File: config.mk
export PLATFORM = sky130hd
export DESIGN_NAME = vreg_wr_sched_flat
export DESIGN_NICKNAME = d
export VERILOG_FILES = /design/src/rtl/vreg_wr_sched_if.sv /design/src/rtl/vreg_wr_sched.sv /design/src/flat_wrapper.sv
export SDC_FILE = /design/constraint.sdc
export NUM_CORES = 1
export LEC_CHECK = 0
export BUFFER_PORTS_ARGS = -buffer_cell sky130_fd_sc_hd__buf_2
export CAP_MARGIN = 20
export CORE_MARGIN = 2
export CORE_UTILIZATION = 35
export CTS_CLUSTER_DIAMETER = 80
export DETAILED_ROUTE_END_ITERATION = 7
export PLACE_DENSITY_LB_ADDON = 0.08
export SYNTH_ARGS = -nofsm -noshare
export SYNTH_HDL_FRONTEND = slang
export SYNTH_SLANG_ARGS = --single-unit
File: constraint.sdc
create_clock -name clk_i -period 5.1 [get_ports clk_i]
set_clock_uncertainty 0.15 [all_clocks]
set_input_delay 0.51 -clock clk_i [delete_from_list [all_inputs] [get_ports clk_i]]
set_output_delay 0.51 -clock clk_i [all_outputs]
set_load 0.05 [all_outputs]
File: src/rtl/vreg_wr_sched_if.sv
// Bundle between the write-back requesters, the scheduler and the register file write port.
// The scheduler takes the slave view; the requesters/register file side takes the master view.
interface vreg_wr_sched_if #(
    parameter int NUM_REQ           = 3,
    parameter int NUM_OF_VECTOR_REG = 32,
    parameter int ADDR_FIELD_WIDTH  = 6,
    parameter int DATA_W            = 64,
    parameter int QDEPTH            = 4
);
    localparam int PTR_W = $clog2(NUM_OF_VECTOR_REG);
    localparam int CNT_W = $clog2(QDEPTH + 1);

    logic [NUM_REQ-1:0]                       req_vld;
    logic [NUM_REQ-1:0][PTR_W-1:0]            req_vec_reg_ptr;
    logic [NUM_REQ-1:0][ADDR_FIELD_WIDTH-1:0] req_addr;
    logic [NUM_REQ-1:0][DATA_W-1:0]           req_data;
    logic [NUM_REQ-1:0]                       req_grant;

    logic                        rf_wr_vld;
    logic [PTR_W-1:0]            rf_wr_vec_reg_ptr;
    logic [ADDR_FIELD_WIDTH-1:0] rf_wr_addr;
    logic [DATA_W-1:0]           rf_wr_data;
    logic                        rf_wr_rdy;

    logic [NUM_OF_VECTOR_REG-1:0] vreg_busy;
    logic [CNT_W-1:0]             q_count;
    logic                         q_full;

    modport slave (
        input  req_vld, req_vec_reg_ptr, req_addr, req_data, rf_wr_rdy,
        output req_grant, rf_wr_vld, rf_wr_vec_reg_ptr, rf_wr_addr, rf_wr_data,
               vreg_busy, q_count, q_full
    );

    modport master (
        output req_vld, req_vec_reg_ptr, req_addr, req_data, rf_wr_rdy,
        input  req_grant, rf_wr_vld, rf_wr_vec_reg_ptr, rf_wr_addr, rf_wr_data,
               vreg_busy, q_count, q_full
    );
endinterface

File: src/rtl/vreg_wr_sched.sv
// Round-robin write-back scheduler: one grant per cycle into a small FIFO that feeds the
// vector register file write port, plus per-register busy tracking for hazard checks.
module vreg_wr_sched #(
    parameter int NUM_REQ           = 3,
    parameter int NUM_OF_VECTOR_REG = 32,
    parameter int ADDR_FIELD_WIDTH  = 6,
    parameter int DATA_W            = 64,
    parameter int QDEPTH            = 4
) (
    input  logic          clk_i,
    input  logic          reset_ni,
    vreg_wr_sched_if.slave bus
);
    localparam int PTR_W = $clog2(NUM_OF_VECTOR_REG);
    localparam int CNT_W = $clog2(QDEPTH + 1);
    localparam int AW    = $clog2(QDEPTH);
    localparam int RR_W  = (NUM_REQ > 1) ? $clog2(NUM_REQ) : 1;

    logic [RR_W-1:0]  rr_q, rr_d;
    logic [AW-1:0]    wr_q, rd_q;
    logic [CNT_W-1:0] cnt_q;

    logic [PTR_W-1:0]            fifo_ptr_q  [QDEPTH];
    logic [ADDR_FIELD_WIDTH-1:0] fifo_addr_q [QDEPTH];
    logic [DATA_W-1:0]           fifo_data_q [QDEPTH];

    logic            win_vld;
    logic [RR_W-1:0] win_idx;
    logic            full, push, pop;
    logic [PTR_W-1:0] win_ptr, head_ptr;

    // Search starts at the round-robin pointer and wraps once around the requesters.
    always_comb begin
        int idx;
        win_vld = 1'b0;
        win_idx = '0;
        idx     = 0;
        for (int k = 0; k < NUM_REQ; k++) begin
            idx = (int'(rr_q) + k) % NUM_REQ;
            if (!win_vld && bus.req_vld[idx]) begin
                win_vld = 1'b1;
                win_idx = RR_W'(idx);
            end
        end
    end

    // A full queue never grants, even when popping this cycle.
    assign full     = (cnt_q == CNT_W'(QDEPTH));
    assign push     = win_vld && reset_ni && !full;
    assign pop      = (cnt_q != '0) && bus.rf_wr_rdy;
    assign win_ptr  = bus.req_vec_reg_ptr[win_idx];
    assign head_ptr = fifo_ptr_q[rd_q];
    assign rr_d     = (win_idx == RR_W'(NUM_REQ - 1)) ? '0 : win_idx + 1'b1;

    for (genvar gi = 0; gi < NUM_REQ; gi++) begin : g_grant
        assign bus.req_grant[gi] = push && (win_idx == RR_W'(gi));
    end

    always_ff @(posedge clk_i) begin
        if (!reset_ni) begin
            rr_q  <= '0;
            wr_q  <= '0;
            rd_q  <= '0;
            cnt_q <= '0;
            for (int i = 0; i < QDEPTH; i++) begin
                fifo_ptr_q[i]  <= '0;
                fifo_addr_q[i] <= '0;
                fifo_data_q[i] <= '0;
            end
        end else begin
            if (push) begin
                fifo_ptr_q[wr_q]  <= win_ptr;
                fifo_addr_q[wr_q] <= bus.req_addr[win_idx];
                fifo_data_q[wr_q] <= bus.req_data[win_idx];
                wr_q              <= wr_q + 1'b1;
                rr_q              <= rr_d;
            end
            if (pop) begin
                rd_q <= rd_q + 1'b1;
            end
            if (push && !pop) begin
                cnt_q <= cnt_q + 1'b1;
            end else if (pop && !push) begin
                cnt_q <= cnt_q - 1'b1;
            end
        end
    end

    // One occupancy counter per register; simultaneous push and pop of r cancel out.
    for (genvar gi = 0; gi < NUM_OF_VECTOR_REG; gi++) begin : g_busy
        logic [CNT_W-1:0] busy_cnt_q;
        logic             inc, dec;
        assign inc = push && (win_ptr == PTR_W'(gi));
        assign dec = pop && (head_ptr == PTR_W'(gi));
        always_ff @(posedge clk_i) begin
            if (!reset_ni) begin
                busy_cnt_q <= '0;
            end else if (inc && !dec) begin
                busy_cnt_q <= busy_cnt_q + 1'b1;
            end else if (dec && !inc) begin
                busy_cnt_q <= busy_cnt_q - 1'b1;
            end
        end
        assign bus.vreg_busy[gi] = (busy_cnt_q != '0);
    end

    assign bus.rf_wr_vld         = (cnt_q != '0);
    assign bus.rf_wr_vec_reg_ptr = head_ptr;
    assign bus.rf_wr_addr        = fifo_addr_q[rd_q];
    assign bus.rf_wr_data        = fifo_data_q[rd_q];
    assign bus.q_count           = cnt_q;
    assign bus.q_full            = full;
endmodule

File: src/flat_wrapper.sv
// flat-port wrapper written by rule: the top's interface ports become plain ports
module vreg_wr_sched_flat 
#(
    parameter int NUM_REQ           = 3,
    parameter int NUM_OF_VECTOR_REG = 32,
    parameter int ADDR_FIELD_WIDTH  = 6,
    parameter int DATA_W            = 64,
    parameter int QDEPTH            = 4
)
  (clk_i, reset_ni, bus_req_vld, bus_req_vec_reg_ptr, bus_req_addr, bus_req_data, bus_rf_wr_rdy, bus_req_grant, bus_rf_wr_vld, bus_rf_wr_vec_reg_ptr, bus_rf_wr_addr, bus_rf_wr_data, bus_vreg_busy, bus_q_count, bus_q_full);
  vreg_wr_sched_if #(.NUM_REQ(NUM_REQ), .NUM_OF_VECTOR_REG(NUM_OF_VECTOR_REG), .ADDR_FIELD_WIDTH(ADDR_FIELD_WIDTH), .DATA_W(DATA_W), .QDEPTH(QDEPTH)) bus_i ();
  input  logic clk_i;
  input  logic reset_ni;
  input wire logic [$bits(bus_i.req_vld)-1:0] bus_req_vld;
  input wire logic [$bits(bus_i.req_vec_reg_ptr)-1:0] bus_req_vec_reg_ptr;
  input wire logic [$bits(bus_i.req_addr)-1:0] bus_req_addr;
  input wire logic [$bits(bus_i.req_data)-1:0] bus_req_data;
  input wire logic [$bits(bus_i.rf_wr_rdy)-1:0] bus_rf_wr_rdy;
  output wire logic [$bits(bus_i.req_grant)-1:0] bus_req_grant;
  output wire logic [$bits(bus_i.rf_wr_vld)-1:0] bus_rf_wr_vld;
  output wire logic [$bits(bus_i.rf_wr_vec_reg_ptr)-1:0] bus_rf_wr_vec_reg_ptr;
  output wire logic [$bits(bus_i.rf_wr_addr)-1:0] bus_rf_wr_addr;
  output wire logic [$bits(bus_i.rf_wr_data)-1:0] bus_rf_wr_data;
  output wire logic [$bits(bus_i.vreg_busy)-1:0] bus_vreg_busy;
  output wire logic [$bits(bus_i.q_count)-1:0] bus_q_count;
  output wire logic [$bits(bus_i.q_full)-1:0] bus_q_full;
  assign bus_i.req_vld = bus_req_vld;
  assign bus_i.req_vec_reg_ptr = bus_req_vec_reg_ptr;
  assign bus_i.req_addr = bus_req_addr;
  assign bus_i.req_data = bus_req_data;
  assign bus_i.rf_wr_rdy = bus_rf_wr_rdy;
  assign bus_req_grant = bus_i.req_grant;
  assign bus_rf_wr_vld = bus_i.rf_wr_vld;
  assign bus_rf_wr_vec_reg_ptr = bus_i.rf_wr_vec_reg_ptr;
  assign bus_rf_wr_addr = bus_i.rf_wr_addr;
  assign bus_rf_wr_data = bus_i.rf_wr_data;
  assign bus_vreg_busy = bus_i.vreg_busy;
  assign bus_q_count = bus_i.q_count;
  assign bus_q_full = bus_i.q_full;
  vreg_wr_sched #(.NUM_REQ(NUM_REQ), .NUM_OF_VECTOR_REG(NUM_OF_VECTOR_REG), .ADDR_FIELD_WIDTH(ADDR_FIELD_WIDTH), .DATA_W(DATA_W), .QDEPTH(QDEPTH)) u_core (.clk_i(clk_i), .reset_ni(reset_ni), .bus(bus_i));
endmodule
Word level (Yosys, flattened, before mapping) --
Memory sizes are Yosys's and may differ from the RTL's. A register that Yosys moved wholly into a read port is not among the register bits. Index checks and enable logic that the tools add are counted.
Operators by class: reductions and logical operators 279, divide/modulo/power cells 3, mux-type cells 107, magnitude comparators 4, add/subtract/negate cells 71, equality and inequality tests 65
Operator list (number):
- $mux 3 | 66
- $eq 5x5->1 const B | 32
- $logic_and 1x1->1 | 138
- $bmux 64 s2 | 1
- $mux 64 | 2
- $add 3x1->3 const B | 33
- $reduce_bool 3->1 | 33
- $sub 3x1->3 const B | 33
- $lt 32x4->1 const B | 3
- $eq 5x4->1 const B | 16
- $logic_not 1->1 | 69
- $reduce_bool 2->1 | 33
- $mod 32x3->32 const B | 2
- $reduce_or 64->1 | 1
- $eq 5x3->1 const B | 8
- $mod 3x3->32 const B | 1
- $mux 2 | 13
- $eq 5x2->1 const B | 4
- $mux 1 | 16
- $bmux 6 s2 | 1
- $mux 6 | 2
- $bmux 5 s2 | 1
- $eq 5x1->1 const B | 2
- $logic_not 5->1 | 2
- other kinds (12) | 17
Word-level totals: memories kept 3, memory bits (writable) 300, flip-flop bits (word level) 105, output and inout port bits 115
Memory list:
- u_core.fifo_data_q | words 4, width 64, read ports 1, clocked after Yosys merged registers in 1, wr ports 4, RTL line vreg_wr_sched.sv:25 | logic [DATA_W-1:0] fifo_data_q [QDEPTH];
- u_core.fifo_addr_q | words 4, width 6, read ports 1, clocked after Yosys merged registers in 1, wr ports 4, RTL line vreg_wr_sched.sv:24 | logic [ADDR_FIELD_WIDTH-1:0] fifo_addr_q [QDEPTH];
- u_core.fifo_ptr_q | words 4, width 5, read ports 1, clocked after Yosys merged registers in 1, wr ports 4, RTL line vreg_wr_sched.sv:23 | logic [PTR_W-1:0] fifo_ptr_q [QDEPTH];

Depth between registers and ports, before layout --
Gate-level depths: netlist (run 1).
word-level depth 19, gate-level depth with buffers 20

Least setup slack after synthesis (run 1) --
No wires, ideal clock.
kind register to register, from register u_core.cnt_q[2] (netlist: u_core.bus.q_count[2]), to memory u_core.fifo_addr_q[2][0] (enable), path slack -71 ps, arrival 4255 ps, data required time 4183 ps, stages on the path, launching flop included 11, path buffers 4, cells stage by stage dfxtp_1 nor3b_1 nand2b_1 a21o_1 buf_6 buf_6 inv_2 nand3_2 buf_2 buf_2 nand2_1
RTL lines:
- start, declared | RTL line vreg_wr_sched.sv:21 | logic [CNT_W-1:0] cnt_q;
- start signal, assigned | RTL line vreg_wr_sched.sv:82 | cnt_q <= cnt_q + 1'b1;
- start signal, assigned | RTL line vreg_wr_sched.sv:84 | cnt_q <= cnt_q - 1'b1;
- end, declared | RTL line vreg_wr_sched.sv:24

Final worst setup path (run 1) --
from register u_core.rr_q[0], to register u_core.g_busy[15].busy_cnt_q[2]
On the way: longest elaborated chain between the ends 18, elaborated cells between the ends (all ways) 35, classes of those cells add/sub: 2; div: 3; eq/ne: 1; mux: 18; reduce/logical: 11
RTL lines:
- start, declared | RTL line vreg_wr_sched.sv:19 | logic [RR_W-1:0] rr_q, rr_d;
- start signal, assigned | RTL line vreg_wr_sched.sv:76 | rr_q <= rr_d;
- parallel branches: the longest is 14 deep, another holds $mod 32x3->32
- $logic_and 1x1->1 (*) | RTL line vreg_wr_sched.sv:93 | assign inc = push && (win_ptr == PTR_W'(gi));
- $logic_not 1->1 | RTL line vreg_wr_sched.sv:100 | end else if (dec && !inc) begin
- $logic_and 1x1->1 | RTL line vreg_wr_sched.sv:100
- $reduce_bool 2->1 (no source line)
- end signal, assigned | RTL line vreg_wr_sched.sv:99 | busy_cnt_q <= busy_cnt_q + 1'b1;
- end signal, assigned | RTL line vreg_wr_sched.sv:101 | busy_cnt_q <= busy_cnt_q - 1'b1;
- end, declared | RTL line vreg_wr_sched.sv:91 | logic [CNT_W-1:0] busy_cnt_q;
Every way passes the cells marked *. The select of a mux whose other input is x is not followed. A chain may end at the register's enable or synchronous reset.

==> results of run 1 <==
-- worst register-to-register path, cell delays in order (launching register included) --
cell	delay [ns]
sky130_fd_sc_hd__dfxtp_1	0.34
sky130_fd_sc_hd__inv_1	0.07
sky130_fd_sc_hd__ha_1	0.39
sky130_fd_sc_hd__nor2b_1	0.17
sky130_fd_sc_hd__o21ai_1	0.40
sky130_fd_sc_hd__a32oi_4	0.38
sky130_fd_sc_hd__nor2_1	0.43
sky130_fd_sc_hd__nand4_1	0.44
sky130_fd_sc_hd__a22oi_1	0.46
sky130_fd_sc_hd__ha_1	0.26
sky130_fd_sc_hd__inv_1	0.06
sky130_fd_sc_hd__fa_1	0.38
sky130_fd_sc_hd__xor2_1	0.16
sky130_fd_sc_hd__or3_1	0.31
sky130_fd_sc_hd__a21boi_0	0.16
-- cells by family (layout without fill, tap and decap cells) --
kind of cell | after synthesis | count (layout) | share of synthesized area
other | 0 | 3 | 0
multiplexers | 185 | 185 | 0.125
AO/OA/AOI/OAI | 427 | 427 | 0.175
adder cells (fa/ha/maj) | 69 | 69 | 0.0499
XOR/XNOR | 69 | 69 | 0.0271
buffers and inverters | 182 | 503 | 0.0384
flip-flops | 407 | 407 | 0.501
AND/OR/NAND/NOR | 355 | 355 | 0.0834
-- stage by stage --
stage | power [mW] | worst slack (ns) | instances | area, um^2 | hold slack (ns)
after floorplan | 11.3 | 0.0738 | 1694 | 22300 | 0.308
after global placement | 13.3 | 0.645 | 2771 | 24700 | 0.319
after detailed placement | 13.4 | 0.554 | 2771 | 24700 | 0.334
after CTS | 16.8 | 0.218 | 2861 | 26200 | 0.202
after global routing | 17.5 | 0.158 | 2862 | 26200 | 0.239
final | 16.5 | 0.475 | 2864 | 26200 | 0.243
-- layout make-up --
cell class,instances,area (um^2),share of cell area
clock inverter,15,81.3,0.00310
antenna,3,7.51,0.000286
multi-input combinational,1105,10300,0.394
sequential,407,11200,0.425
inverter,43,161,0.00615
clock buffer,75,1440,0.0549
timing repair buffer,370,1990,0.0760
tap,846,1060,0.0404
-- metal layers --
layer / up-vias / global-route usage / routed length, um
met1: 7641 / 0.254 / 27700
met5: - / 0 / 13
met2: 439 / 0.324 / 31000
met3: 82 / 0.0316 / 3270
li1: 7245 / - / -
met4: 2 / 0.0447 / 1300
-- cells in the mapped netlist (4+ instances only) --
library cell,number
sky130_fd_sc_hd__mux2i_1,108
sky130_fd_sc_hd__nor3_1,9
sky130_fd_sc_hd__nand4_1,5
sky130_fd_sc_hd__a21oi_1,20
sky130_fd_sc_hd__xor2_1,33
sky130_fd_sc_hd__clkbuf_1,64
sky130_fd_sc_hd__a211oi_2,30
sky130_fd_sc_hd__o21ai_0,47
sky130_fd_sc_hd__nor2_1,106
sky130_fd_sc_hd__nand2_1,47
sky130_fd_sc_hd__buf_6,12
sky130_fd_sc_hd__ha_1,36
sky130_fd_sc_hd__a22oi_1,10
sky130_fd_sc_hd__a21boi_0,35
sky130_fd_sc_hd__nor2b_1,47
sky130_fd_sc_hd__dfxtp_1,107
sky130_fd_sc_hd__buf_2,37
sky130_fd_sc_hd__buf_4,9
sky130_fd_sc_hd__or3_1,67
sky130_fd_sc_hd__inv_1,42
sky130_fd_sc_hd__nand3_1,9
sky130_fd_sc_hd__a2111oi_0,14
sky130_fd_sc_hd__edfxtp_1,300
sky130_fd_sc_hd__nand2b_1,6
sky130_fd_sc_hd__buf_1,16
sky130_fd_sc_hd__a2111oi_2,76
sky130_fd_sc_hd__a2111oi_4,4
sky130_fd_sc_hd__and2_1,38
sky130_fd_sc_hd__nor3b_1,4
sky130_fd_sc_hd__a211oi_1,161
sky130_fd_sc_hd__fa_1,33
sky130_fd_sc_hd__xnor2_1,36
sky130_fd_sc_hd__a2111oi_1,4
sky130_fd_sc_hd__mux4_2,75
-- layout by cell type, fill, tap and decap left out, drive strengths merged, types with 33 or more instances in the layout --
cell     netlist  layout
a2111oi       98      98
a21boi        35      35
a211oi       191     191
o21ai         48      48
nor2         107     107
or3           68      68
xnor2         36      36
dfxtp        107     107
xor2          33      33
and2          39      39
ha            36      36
clkbuf        65      75
fa            33      33
nand2         47      47
mux4          75      75
edfxtp       300     300
nor2b         47      47
buf           74     370
inv           43      44
mux2i        108     108
-- final timing paths --
kind | endpoint | slack [ns]
worst min-delay path | u_core.fifo_data_q[1][49]$_SDFFCE_PN0P_ | 0.24
worst max-delay path | u_core.g_busy[15].busy_cnt_q[2]$_SDFFE_PN0P_ | 0.47
worst min register to register | u_core.rr_q[0]$_SDFFE_PN0P_ | 0.33
worst max register to register | u_core.g_busy[15].busy_cnt_q[2]$_SDFFE_PN0P_ | 0.47
-- power groups by stage --
stage | combinational (mW) | clock, mW | sequential, mW
after floorplan | 6.38 | 0 | 4.93
after global placement | 8.28 | 0 | 4.98
after detailed placement | 8.35 | 0 | 5.01
after CTS | 8.37 | 3.44 | 4.95
after global routing | 8.87 | 3.57 | 5.02
final | 8.27 | 3.33 | 4.94
-- state kept, by name, summed over array words and instances, names as in the netlist, named ones only --
signal and cells:
u_core.g_busy.busy_cnt_q 96, u_core.bus.q_count 3, u_core.rd_q 2, u_core.fifo_addr_q 24, u_core.fifo_ptr_q 20, u_core.fifo_data_q 256, u_core.wr_q 2, u_core.rr_q 2
-- timing repair --
action | in CTS | in global routing
endpoints found under the hold margin | 0 | 0
setup endpoints to repair | 0 | 1
resized for setup | 0 | 1
hold buffers | 0 | 0
==> metrics, run 1 <==
initial antenna violation count=4; internal power=8.89 mW; reg2reg path depth=14; outcome=finished, final reports clean; Syn Std Cell Area=22300 um^2; Core Footprint=63000 um^2; Final Max Slew Viols=0; number of hold violations in the final report=0; largest net degree at the start of global routing=162; Final nets=2278; category of the most critical setup path=reg -> reg; part of the power in combinational logic=0.500; DP Wirelength=40.2 mm; wire length after detailed routing=63.4 mm; final core utilization=0.417; clk_lat worst skew=0.58 ns; TritonCTS clock tree=done; Row Count=92; DIE WIDTH=256 um; top-level port count=346; maxcap violations=0; library cell contributing the largest single delay on the critical path=sky130_fd_sc_hd__a22oi_1; number of clock sinks seen by CTS=407; largest area contributor in the synthesized netlist=sky130_fd_sc_hd__edfxtp_1; Critical Path Source Type=flop; All-Layer GR Usage=0.191; final-layout setup total negative slack=0 ns; clock root cell=sky130_fd_sc_hd__clkbuf_16; gp weighted congestion=0.919; Critical Path, Cell by Cell=inv_1 -> ha_1 -> nor2b_1 -> o21ai_1 -> a32oi_4 -> nor2_1 -> nand4_1 -> a22oi_1 -> ha_1 -> inv_1 -> fa_1 -> xor2_1 -> or3_1 -> a21boi_0; Worst Hold Class=in -> reg; DR vias=15400; shortest clock period the worst path allows after layout=4.63 ns; Leakage=9.92 nW; global route overflow=0; critical path capture point type=flop; max frequency=216 MHz; synthesized net count=1994; number of vias per cell=5.38; asr flop ratio synth=0; share of the cycle needed by the critical path after routing=0.907; Critical Path Stages=14; clk buf depth=3; endpoint required time on the critical path=5.45 ns; switching share of power=0.462; number of synthesized flops with an enable pin=300; effective utilization at floorplan=0.354; number of CTS-inserted buffers=51; relative area change from synthesis to final layout=17.8%; setup fix buffers added after clock tree synthesis=0; via count of the first global-routing pass=16000; Psw=7.65 mW; Worst Tran Pin Value=0.994 ns; DRC violations left=0; y dimension of the die=256 um; post-synth top area share=0.404; number of port buffers=345; Critical path origin=u_core.rr_q[0]$_SDFFE_PN0P_; worst hold path stage count=3; global-route wire length before repair=97.7 mm; DRT antenna net count=0; H-Tree Depth=2; worst path buffer plus inverter count=2; Die Footprint=65700 um^2; Slew HR=0.337; cell family with most CP delay=compound AO/OA/AOI/OAI gates; proportion of power drawn by flip-flops and latches=0.298; post-CTS clock slew at the launch and capture registers of the worst setup and hold paths=0.05 ns; worst r2r src=u_core.rr_q[0]$_SDFFE_PN0P_; Seq/Total Area, Yosys=0.501; Synth cell types=69; syn_area_per_cell=13.2 um^2; DR iter-0 viols=1298; Cell Pwr Density=631 nW/um^2; FILL cells=5986; top fanout value on the critical path=24; number of optimization iterations in the first detailed-route pass=6; HP Start=bus_req_data[177]; Post-Synthesis Cells=1694; maximum ir drop on the vdd rail=0.000531 V; average wire length per cell after detail routing=22.1 um; share of final-layout standard cells stronger than drive strength 1=0.319; FF+latch count, synth=407; longest individual stage delay on the worst path=0.46 ns; leading register cell type out of synthesis=sky130_fd_sc_hd__edfxtp_1; number of failing setup endpoints in the final timing report=0; RSZ-0062 raised after global routing=false; warnings from Yosys=0; largest cells by area after synthesis=sky130_fd_sc_hd__edfxtp_1 40%, sky130_fd_sc_hd__dfxtp_1 9.6%, sky130_fd_sc_hd__mux4_2 7.6%; Arr. time, crit path=4.97 ns; part of the total power dissipated in the clock network=0.201
No activity file was read; power rests on OpenSTA's default activity.
==> run 2: changes to the inputs <==
Settings changed: CORE_MARGIN 2 to not set, REMOVE_ABC_BUFFERS set to 1.
==> run 2 against run 1 <==
Total power up 0.65%. First-iteration DRC count down 31%. Combinational power about the same. Wire length down 2.3%. Largest power group unchanged. Register-to-register slack better by 0.26 ns. Cell area up 0.32%. Count of clock-buffer cells in the layout down 3. Sequential power about the same. Global-route usage up 0.18 points. Clock power up 3%.
==> metrics, run 2 (same netlist as run 1, synthesis figures left out) <==
proportion of power drawn by flip-flops and latches=0.297 (was 0.298); final core utilization=0.418 (was 0.417); DIE WIDTH=254 um (was 256 um); largest net degree at the start of global routing=174 (was 162); DRT antenna net count=0 (unchanged); most common cell after layout, fill and taps aside=sky130_fd_sc_hd__buf_2 (unchanged); DR iter-0 viols=900 (was 1298); Arr. time, crit path=4.10 ns (was 4.97 ns); part of the power in combinational logic=0.496 (was 0.500); maximum ir drop on the vdd rail=0.000567 V (was 0.000531 V); post-detailed-placement cell area=24700 um^2 (about the same); Worst Hold Class=in -> reg (unchanged); global-route met1 utilization=0.249 (was 0.254); largest registers ranked by flip-flop count=u_core.fifo_data_q: 256 flops, u_core.g_busy.busy_cnt_q: 96 flops, u_core.fifo_addr_q: 24 flops (unchanged); most frequent cells in the layout=345 x sky130_fd_sc_hd__buf_2, 300 x sky130_fd_sc_hd__edfxtp_1, 161 x sky130_fd_sc_hd__a211oi_1 (unchanged); wire length after detailed routing=61.9 mm (was 63.4 mm); All-Layer GR Usage=0.193 (was 0.191); effective utilization at floorplan=0.354 (unchanged); global route overflow=0 (unchanged); Critical Path, Cell by Cell=inv_1 -> ha_1 -> mux2i_1 -> or2_0 -> a32oi_4 -> buf_4 -> buf_12 -> nor2_1 -> buf_2 (was inv_1 -> ha_1 -> nor2b_1 -> o21ai_1 -> a32oi_4 -> nor2_1 -> nand4_1 -> a22oi_1 -> ha_1 -> inv_1 -> fa_1 -> xor2_1 -> or3_1 -> a21boi_0); relative area change from synthesis to final layout=18.1% (was 17.8%); Final Max Slew Viols=0 (unchanged); number of clock sinks seen by CTS=407 (unchanged); Leakage=9.98 nW (was 9.92 nW); FF-to-FF setup slack=0.73 ns (was 0.47 ns); part of the total power dissipated in the clock network=0.206 (was 0.201); y dimension of the die=254 um (was 256 um); number of optimization iterations in the first detailed-route pass=7 (was 6); DRC violations left=0 (unchanged); clock root cell=sky130_fd_sc_hd__clkbuf_16 (unchanged); Resize count post-CTS=0 (unchanged); switching share of power=0.460 (was 0.462); worst path buffer plus inverter count=4 (was 2); number of hold buffers added after cts=0 (unchanged); outcome=finished, final reports clean (unchanged); Row Count=92 (unchanged); met3 track utilization from global routing=0.0405 (was 0.0316); share of final-layout standard cells stronger than drive strength 1=0.323 (was 0.319); count of placed standard cells in the final layout, fillers left out=2869 (was 2864); RSZ-0062 raised after global routing=false (unchanged); post-CTS clock slew at the launch and capture registers of the worst setup and hold paths=0.06 ns (was 0.05 ns); initial antenna violation count=5 (was 4); DR vias=15300 (was 15400); via count of the first global-routing pass=15700 (was 16000); final-layout setup total negative slack=0 ns (unchanged); number of CTS-inserted buffers=50 (was 51); Final Instance Area=26300 um^2 (was 26200 um^2); clk_lat worst skew=0.58 ns (about the same); Worst Tran Pin Value=0.968 ns (was 0.994 ns); internal power=8.99 mW (was 8.89 mW); max frequency=210 MHz (was 216 MHz); Final nets=2283 (was 2278); DP Wirelength=39.9 mm (was 40.2 mm); Psw=7.66 mW (was 7.65 mW); Critical Path Source Type=flop (unchanged); top fanout value on the critical path=173 (was 24); number of port buffers=345 (unchanged); longest individual stage delay on the worst path=0.71 ns (was 0.46 ns); maxcap violations=0 (unchanged); share of the cycle needed by the critical path after routing=0.933 (was 0.907); worst-case hold slack=0.234 ns (was 0.243 ns); shortest clock period the worst path allows after layout=4.76 ns (was 4.63 ns); Die Footprint=64700 um^2 (was 65700 um^2); Cell Pwr Density=633 nW/um^2 (was 631 nW/um^2); endpoint required time on the critical path=4.44 ns (was 5.45 ns); Core Footprint=63000 um^2 (unchanged); category of the most critical setup path=reg -> out (was reg -> reg); gp weighted congestion=0.828 (was 0.919); TritonCTS clock tree=done (unchanged); critical path capture point type=output port (was flop); number of failing setup endpoints in the final timing report=0 (unchanged); global routing usage on met2=0.325 (was 0.324); global-route wire length before repair=94.4 mm (was 97.7 mm); H-Tree Depth=2 (unchanged); final setup margin=0.340 ns (was 0.475 ns); Slew HR=0.355 (was 0.337); placed cell count=2777 (was 2771); setup fix buffers added after clock tree synthesis=0 (unchanged); clk buf depth=3 (unchanged); average wire length per cell after detail routing=21.6 um (was 22.1 um); Power, Total=16.7 mW (was 16.5 mW); dpl ws=0.754 ns (was 0.554 ns); Largest register FFs=256 (unchanged); cell family with most CP delay=buffers and inverters (was compound AO/OA/AOI/OAI gates); most used routing layer=met2 (unchanged); number of hold violations in the final report=0 (unchanged); library cell contributing the largest single delay on the critical path=sky130_fd_sc_hd__buf_12 (was sky130_fd_sc_hd__a22oi_1); Most flops, register=u_core.fifo_data_q (unchanged); top-level port count=346 (unchanged); number of vias per cell=5.32 (was 5.38)
-- run 2: cell type report --
type / count / area, um^2
Fill cell: 5937 / 36600
Sequential cell: 407 / 11200
Multi-Input combinational cell: 1105 / 10300
Timing Repair Buffer: 376 / 2030
Clock buffer: 72 / 1420
Tap cell: 846 / 1060
Inverter: 43 / 161
Clock inverter: 19 / 153
Antenna cell: 1 / 2.50
-- run 2: worst paths after layout --
path | startpoint | cells after the start | end
worst max-delay path | u_core.rr_q[0]$_SDFFE_PN0P_ | 9 | bus_req_grant[2]
worst min-delay path | bus_req_data[182] | 3 | u_core.fifo_data_q[1][54]$_SDFFCE_PN0P_
worst max register to register | u_core.rr_q[0]$_SDFFE_PN0P_ | 14 | u_core.g_busy[11].busy_cnt_q[2]$_SDFFE_PN0P_
worst min register to register | u_core.rr_q[0]$_SDFFE_PN0P_ | 2 | u_core.rr_q[0]$_SDFFE_PN0P_
-- run 2: power groups by stage --
stage	clock network (mW)	registers [mW]	logic (mW)
after global routing	3.64	5.05	8.89
after detailed placement	0	5.03	8.35
final	3.43	4.95	8.27
after floorplan	0	5.00	5.41
after global placement	0	5.00	8.29
after CTS	3.53	4.97	8.39
-- run 2: routing by layer --
| metal | routed length [um] | share of wire |
|---|---|---|
| met5 | 39 | 0.00063 |
| met4 | 1140 | 0.018 |
| met3 | 3290 | 0.053 |
| met2 | 30400 | 0.49 |
| met1 | 27000 | 0.44 |
-- run 2: worst register-to-register path, delay by kind of cell, from the launching register on --
| family | cells | cell delay (ns) |
|---|---|---|
| compound gates | 5 | 1.59 |
| fa+ha+maj | 3 | 0.98 |
| simple gates | 3 | 0.92 |
| flops | 1 | 0.35 |
| xor+xnor | 1 | 0.16 |
| buf+inv | 2 | 0.13 |
